[src/rtl/scan_frame_rx.sv]
// Rebuilds the DIGITS-wide display word from the time-multiplexed digit-scan link.
// A word is published only after STABLE consecutive identical complete frames.
module scan_frame_rx #(
    parameter int DIGITS = 8,
    parameter int CODE_W = 4,
    parameter int STABLE = 2
) (
    input  logic                     clk,
    input  logic                     reset,
    input  logic [CODE_W-1:0]        sc_in,
    input  logic                     sc_valid,
    input  logic                     sc_first,
    output logic [DIGITS*CODE_W-1:0] frame_out,
    output logic                     frame_strobe,
    output logic                     frame_changed,
    output logic                     sync_err,
    output logic                     locked
);
    // state   | meaning
    // HUNT    | waiting for a digit qualified by sc_first
    // COLLECT | aligned; filling slots idx..DIGITS-1
    localparam logic [0:0] S_HUNT    = 1'b0;
    localparam logic [0:0] S_COLLECT = 1'b1;

    localparam int          IDX_W    = (DIGITS > 1) ? $clog2(DIGITS) : 1;
    localparam int          WORD_W   = DIGITS * CODE_W;
    localparam logic [IDX_W-1:0] LAST_IDX = IDX_W'(DIGITS - 1);
    localparam logic [IDX_W-1:0] ONE_IDX  = IDX_W'(1);
    localparam logic [2:0]  STABLE_C = 3'(STABLE);

    logic [0:0]        r_state;
    logic [IDX_W-1:0]  r_idx;
    logic [2:0]        r_match_cnt;
    logic [WORD_W-1:0] r_asm;
    logic [WORD_W-1:0] r_prev;
    logic [WORD_W-1:0] r_frame_out;
    logic              r_strobe;
    logic              r_changed;
    logic              r_sync_err;
    logic              r_locked;

    logic [WORD_W-1:0] w_word;
    logic              w_match;
    logic [2:0]        w_cnt_next;

    // The completed word includes the digit being sampled on this edge.
    always_comb begin
        w_word = r_asm;
        w_word[(DIGITS-1)*CODE_W +: CODE_W] = sc_in;
        w_match = (w_word == r_prev);
        w_cnt_next = 3'd1;
        if (w_match) begin
            w_cnt_next = (r_match_cnt >= STABLE_C) ? STABLE_C : r_match_cnt + 3'd1;
        end
    end

    always_ff @(posedge clk or negedge reset) begin
        if (!reset) begin
            r_state     <= S_HUNT;
            r_idx       <= '0;
            r_match_cnt <= '0;
            r_asm       <= '0;
            r_prev      <= '0;
            r_frame_out <= '0;
            r_strobe    <= 1'b0;
            r_changed   <= 1'b0;
            r_sync_err  <= 1'b0;
            r_locked    <= 1'b0;
        end else begin
            r_strobe   <= 1'b0;
            r_changed  <= 1'b0;
            r_sync_err <= 1'b0;
            if (sc_valid) begin
                case (r_state)
                    S_HUNT: begin
                        if (sc_first) begin
                            r_asm[0 +: CODE_W] <= sc_in;
                            r_idx   <= ONE_IDX;
                            r_state <= S_COLLECT;
                        end
                    end
                    default: begin
                        if (sc_first) begin
                            // A first digit mid-frame re-aligns immediately instead of hunting.
                            if (r_idx != '0) begin
                                r_sync_err  <= 1'b1;
                                r_locked    <= 1'b0;
                                r_match_cnt <= '0;
                            end
                            r_asm[0 +: CODE_W] <= sc_in;
                            r_idx <= ONE_IDX;
                        end else if (r_idx == '0) begin
                            r_sync_err  <= 1'b1;
                            r_locked    <= 1'b0;
                            r_match_cnt <= '0;
                            r_state     <= S_HUNT;
                        end else if (r_idx == LAST_IDX) begin
                            r_idx       <= '0;
                            r_prev      <= w_word;
                            r_match_cnt <= w_cnt_next;
                            r_locked    <= 1'b1;
                            if (w_cnt_next >= STABLE_C) begin
                                r_frame_out <= w_word;
                                r_strobe    <= 1'b1;
                                r_changed   <= (w_word != r_frame_out);
                            end
                        end else begin
                            r_asm[r_idx*CODE_W +: CODE_W] <= sc_in;
                            r_idx <= r_idx + ONE_IDX;
                        end
                    end
                endcase
            end
        end
    end

    assign frame_out     = r_frame_out;
    assign frame_strobe  = r_strobe;
    assign frame_changed = r_changed;
    assign sync_err      = r_sync_err;
    assign locked        = r_locked;
endmodule

[config.mk]
export PLATFORM = sky130hd
export DESIGN_NAME = scan_frame_rx
export DESIGN_NICKNAME = d
export VERILOG_FILES = /design/src/rtl/scan_frame_rx.sv
export SDC_FILE = /design/constraint.sdc
export NUM_CORES = 1
export LEC_CHECK = 0
export CORE_MARGIN = 2
export CORE_UTILIZATION = 45
export CTS_CLUSTER_SIZE = 14
export DETAILED_ROUTE_END_ITERATION = 10
export HOLD_SLACK_MARGIN = 0.05
export PLACE_DENSITY = 0.71
export SLEW_MARGIN = 25
export SYNTH_ARGS = -nofsm -noshare
export SYNTH_HDL_FRONTEND = slang
export SYNTH_SLANG_ARGS = --single-unit
[constraint.sdc]
create_clock -name clk -period 4.71 [get_ports clk]
set_clock_uncertainty 0.15 [all_clocks]
set_input_delay 0.471 -clock clk [delete_from_list [all_inputs] [get_ports clk]]
set_output_delay 0.471 -clock clk [all_outputs]
set_load 0.005 [all_outputs]
[Word-level counts from Yosys, hierarchy flattened]
Index checks and enable logic that the tools add are counted.
Word-level totals
  bits in writable memories: 0
  memories: 0
  latch bits: 0
  memory bits (read-only): 0
  flip-flop bits (word level): 107
  logic and storage cells: 79
Operators by class
  multiply operators: 0
  order comparisons: 2
  mux-type cells: 42
  shift operators: 2
  divide/modulo/power cells: 0
  bitwise operators: 3
  reduce and logical (&&, ||, !) cells: 10
  add/sub/neg operators: 3
  eq/ne operators: 6
Operator list (count)
  $neg 5->34: 1
  $shift 4x34->32 const A: 1
  $shiftx 4x34->32: 1
  $mux 3: 11
  $bwmux 32: 1
  $eq 32x32->1: 1
  $ne 32x32->1: 1
  $mux 1: 25
  $mux 4: 5
  $reduce_and 5->1: 2
  $reduce_and 4->1: 2
  $add 3x1->3 const B: 2
  $ge 3x2->1 const B: 2
  $reduce_and 6->1: 1
  $reduce_bool 3->1: 2
  $ne 2x2->1 const B: 2
  $eq 3x3->1 const B: 1
  $logic_not 3->1: 1
  $not 1->1: 3
  $reduce_and 3->1: 1
  $ne 2x1->1 const B: 1
  $reduce_bool 2->1: 1

[Longest topological paths before layout]
  depth in word-level cells: 10
  gate-level depth with buffers: 12
  depth with buffers taken out: 9

[Least setup slack after synthesis]
Ideal clock, no wire load.
  path type: register to register
  from: reg r_idx[0]
  to: reg r_prev[30]
  arrival: 2.371 ns
  cell stages (with the launch flop): 11
  required time: 4.435 ns
  clock period less this slack: 2.646 ns
  slack: 2.064 ns
  setup time: 0.125 ns
  buffers on the path: 3
  cells stage by stage: dfrtp_1 > buf_2 > inv_1 > ha_1 > ha_1 > inv_1 > ha_1 > nand4_1 > clkbuf_1 > clkbuf_1 > mux2_2
On the way
  longest elaborated chain between the ends: 3
RTL lines
  start, declared: line 32  | logic [IDX_W-1:0] r_idx;
  start signal, assigned: line 109  | r_idx <= r_idx + ONE_IDX;
  $logic_not 3->1: line 92  | end else if (r_idx == '0) begin
  $not 1->1 (no line)
  $reduce_and 5->1 (no line) (*)
  end signal, assigned: line 99  | r_prev <= w_word;
  end, declared: line 35  | logic [WORD_W-1:0] r_prev;
Mark *: on every way between the ends. The rest lies on a longest branch, timed or not.
A chain may end at the register's enable or synchronous reset.

[Final worst setup path]
  from: reg r_idx[0]
  to: reg r_frame_out[1] (netlist: frame_out[1])
On the way
  longest elaborated chain between the ends: 3
RTL lines
  $logic_not 3->1: line 92
  $not 1->1 (no line)
  $reduce_and 6->1 (no line) (*)
  end signal, assigned: line 103  | r_frame_out <= w_word;
  end, declared: line 36  | logic [WORD_W-1:0] r_frame_out;
Marks and branches as above.

==> out/metrics.cfg <==
[outcome]
run_status = completed

[run]
maxCapViolations = 0

[clocking]
hold_buffers = 0
clock_sinks = 103
cts.clk_slew.worst_paths_ps = 70
cts_tree = done
post_cts_resized = 0
clock_latency_ps = 340
cts_max_path_buffers = 2
cts_buffers = 9
root_buffer = clkbuf_16
h-tree-depth = 3
postCtsSetupRepairBufs = 0

[timing]
max_slew_margin_pct = 44.96
setup_viol = 0
fin_crit_ps = 3295
period_share_pct = 69.96
finalSetupTns_ps = 0
hold_viol = 0
worst_pin_slew_ps = 825.5
rsz0062_at_grt = no
timing.fmax_mhz = 303.5
report.final.slew_viol_count = 0

[power]
clkPwrFrac_pct = 27.0
cellPowerDensity_nw_per_um2 = 466.4
leakage_nw = 2.676
vdd_ir_drop_max_mv = 0.2225
internal_power_mw = 1.846
combPwrFrac_pct = 28.0
net-switching-power_mw = 0.9366
p_seq_share_pct = 45.0
swShare_pct = 33.66

[worst_setup_path]
slowest_stage = and4_2
cp_cell_sequence = inv_1, ha_1, ha_1, inv_1, ha_1, nand4_1, a31oi_1, and4_2, buf_12, mux2_2
cp_common_cell = ha_1
crit_family = simple AND/OR/NAND/NOR gates
critPathArrivalTime_ps = 3380
critPathCaptureType = flop
path_buf_inv = 3
worstPathRequired_ps = 4790
startpoint_type = flop
cp_max_fo = 20
critical_path_class = reg -> reg
slowest_delay_ps = 600

[floorplanning]
ioPinCount = 44
die_w_um = 111.2
rows = 39
dieArea_um2 = 12360
chipHeight_um = 111.2
core_area_um2 = 11320
initial_core_util_pct = 45.66

[final_layout]
post_route_cells_drive_above_1_share_pct = 25.06
final_cell_mix = 103 x dfrtp_1, 63 x xnor2_1, 55 x mux2_2
final.fill_count = 982
area_growth_syn_to_layout_pct = 15.42
nets = 458
design_area_um2 = 5966
num_antenna_cells = 0
layout_commonest_cell = dfrtp_1

[synthesis]
synth_top_area_share_pct = 49.87
syn-cell-area_um2 = 5169
avgSynthCellArea_um2 = 13.02
synth_area_leaders = dfrtp_1 50%, mux2_2 12%, xnor2_1 11%
syn_inst = 397
yosysSeqAreaShare_pct = 49.87
synth_cell_types = 41
ys_ff_latch = 103
syn-num-nets = 417
synth_top_area_cell = dfrtp_1
yosysWarnings = 0

[detailed_routing]
drt_iter0_drc = 178
avgRoutedWirePerCell_um = 17.72
via_count = 3093
via_per_inst = 5.278
drtAntennaViolNets = 0
drc = 0
first_pass_iters = 4
wl_um = 10380

[global_route]
grt_pass1_wl_um = 17080
antenna_found_initial = 0
grt_start_max_net_pins = 66
grt_pass1_vias = 3243
gr-total-overflow = 0
grtUsageTotal_pct = 17.65

[placed_design]
dpl-instance-area_um2 = 5667
port_buffers = 43
gp_congestion = 0.8355
hpwl_um = 7314

[min_path]
hp-class = in -> async

==> power by group through the flow <==
stage | registers, mW | clock network [mW] | logic (mW)
4_1_cts | 1.25 | 0.764 | 0.782
3_5_place_dp | 1.26 | 0 | 0.773
2_1_floorplan | 1.19 | 0 | 0.614
5_1_grt | 1.28 | 0.796 | 0.872
3_3_place_gp | 1.26 | 0 | 0.762
6_report | 1.25 | 0.751 | 0.779
==> cell type report <==
class	count	area, um^2	share of cell area, %
Inverter	14	52.55	0.8809
Sequential cell	103	2577	43.20
Timing Repair Buffer	46	462.9	7.760
Multi-Input combinational cell	264	2395	40.14
Clock inverter	6	60.06	1.007
Tap cell	143	178.9	2.999
Clock buffer	10	239.0	4.006
==> synthesized netlist by cell type, drive strengths merged <==
master and count:
ha 12, a21o 1, clkbuf 4, nor3b 2
o31ai 2, a41oi 1, nand2 25, and2 3
xnor2 64, a211o 1, mux2i 4, and3 5
o22ai 1, nor2b 1, nor4b 1, or3 1
a31oi 2, o21bai 1, dfrtp 103, nand3 2
a22o 1, nor4 6, nor3 3, a21oi 3
buf 12, a2111oi 1, or4 1, inv 14
and4 1, mux2 85, o21ai 9, nand4 17
nand2b 1, nor2 7
==> logic make-up after synthesis <==
| family | Yosys count | synth area share [%] |
|---|---|---|
| xor+xnor | 64 | 10.99 |
| simple gates | 76 | 8.158 |
| compound gates | 23 | 2.784 |
| fa+ha+maj | 12 | 2.905 |
| buf+inv | 30 | 3.825 |
| mux | 89 | 21.47 |
| flops | 103 | 49.87 |
==> worst register-to-register path: stages, from the launching register on <==
cell	delay (ps)
dfrtp_1	550
inv_1	160
ha_1	250
ha_1	270
inv_1	130
ha_1	170
nand4_1	120
a31oi_1	160
and4_2	600
buf_12	260
mux2_2	360
==> through the flow <==
stage               power [mW]  utilization (%)  hold slack (ps)  setup slack, ps  instances
finish                   2.782            52.70            76.52             1415        586
global route             2.946            52.70            144.7             1212        586
CTS                      2.796            52.70            109.5             1418        586
detailed placement       2.037            50.06            333.3             1246        570
global placement         2.017            50.06            322.4             1248        570
floorplan                1.802                -            25.41             2064        397
==> sequential cells by signal, indices dropped and copies added (netlist names) <==
| signal | count |
|---|---|
| r_prev | 32 |
| locked | 1 |
| frame_strobe | 1 |
| r_match_cnt | 3 |
| frame_changed | 1 |
| r_state | 1 |
| r_idx | 3 |
| r_asm | 28 |
| frame_out | 32 |
| sync_err | 1 |
==> path summary, 6_finish.rpt <==
| path | slack, ps | cells after the start | startpoint | endpoint |
|---|---|---|---|---|
| min reg2reg | 340 | 2 | locked$_DFFE_PN0P_ | locked$_DFFE_PN0P_ |
| max reg2reg | 1410 | 10 | r_idx[0]$_DFFE_PN0P_ | frame_out[1]$_DFFE_PN0P_ |
| min | 80 | 1 | reset | r_prev[17]$_DFFE_PN0P_ |
| min in group clk | 340 | 2 | locked$_DFFE_PN0P_ | locked$_DFFE_PN0P_ |
| max | 1410 | 10 | r_idx[0]$_DFFE_PN0P_ | frame_out[1]$_DFFE_PN0P_ |
| max in group asynchronous | 3320 | 2 | reset | frame_out[14]$_DFFE_PN0P_ |
==> per-layer routing <==
metal | vias up | global-route usage (%) | part of all wire, %
met5 | - | 0 | 0
met4 | 0 | 6.584 | 2.2
met3 | 14 | 3.773 | 3.2
met2 | 62 | 27.68 | 47
met1 | 1554 | 24.19 | 47
li1 | 1463 | - | -
Power figures use the tool's default switching activity.
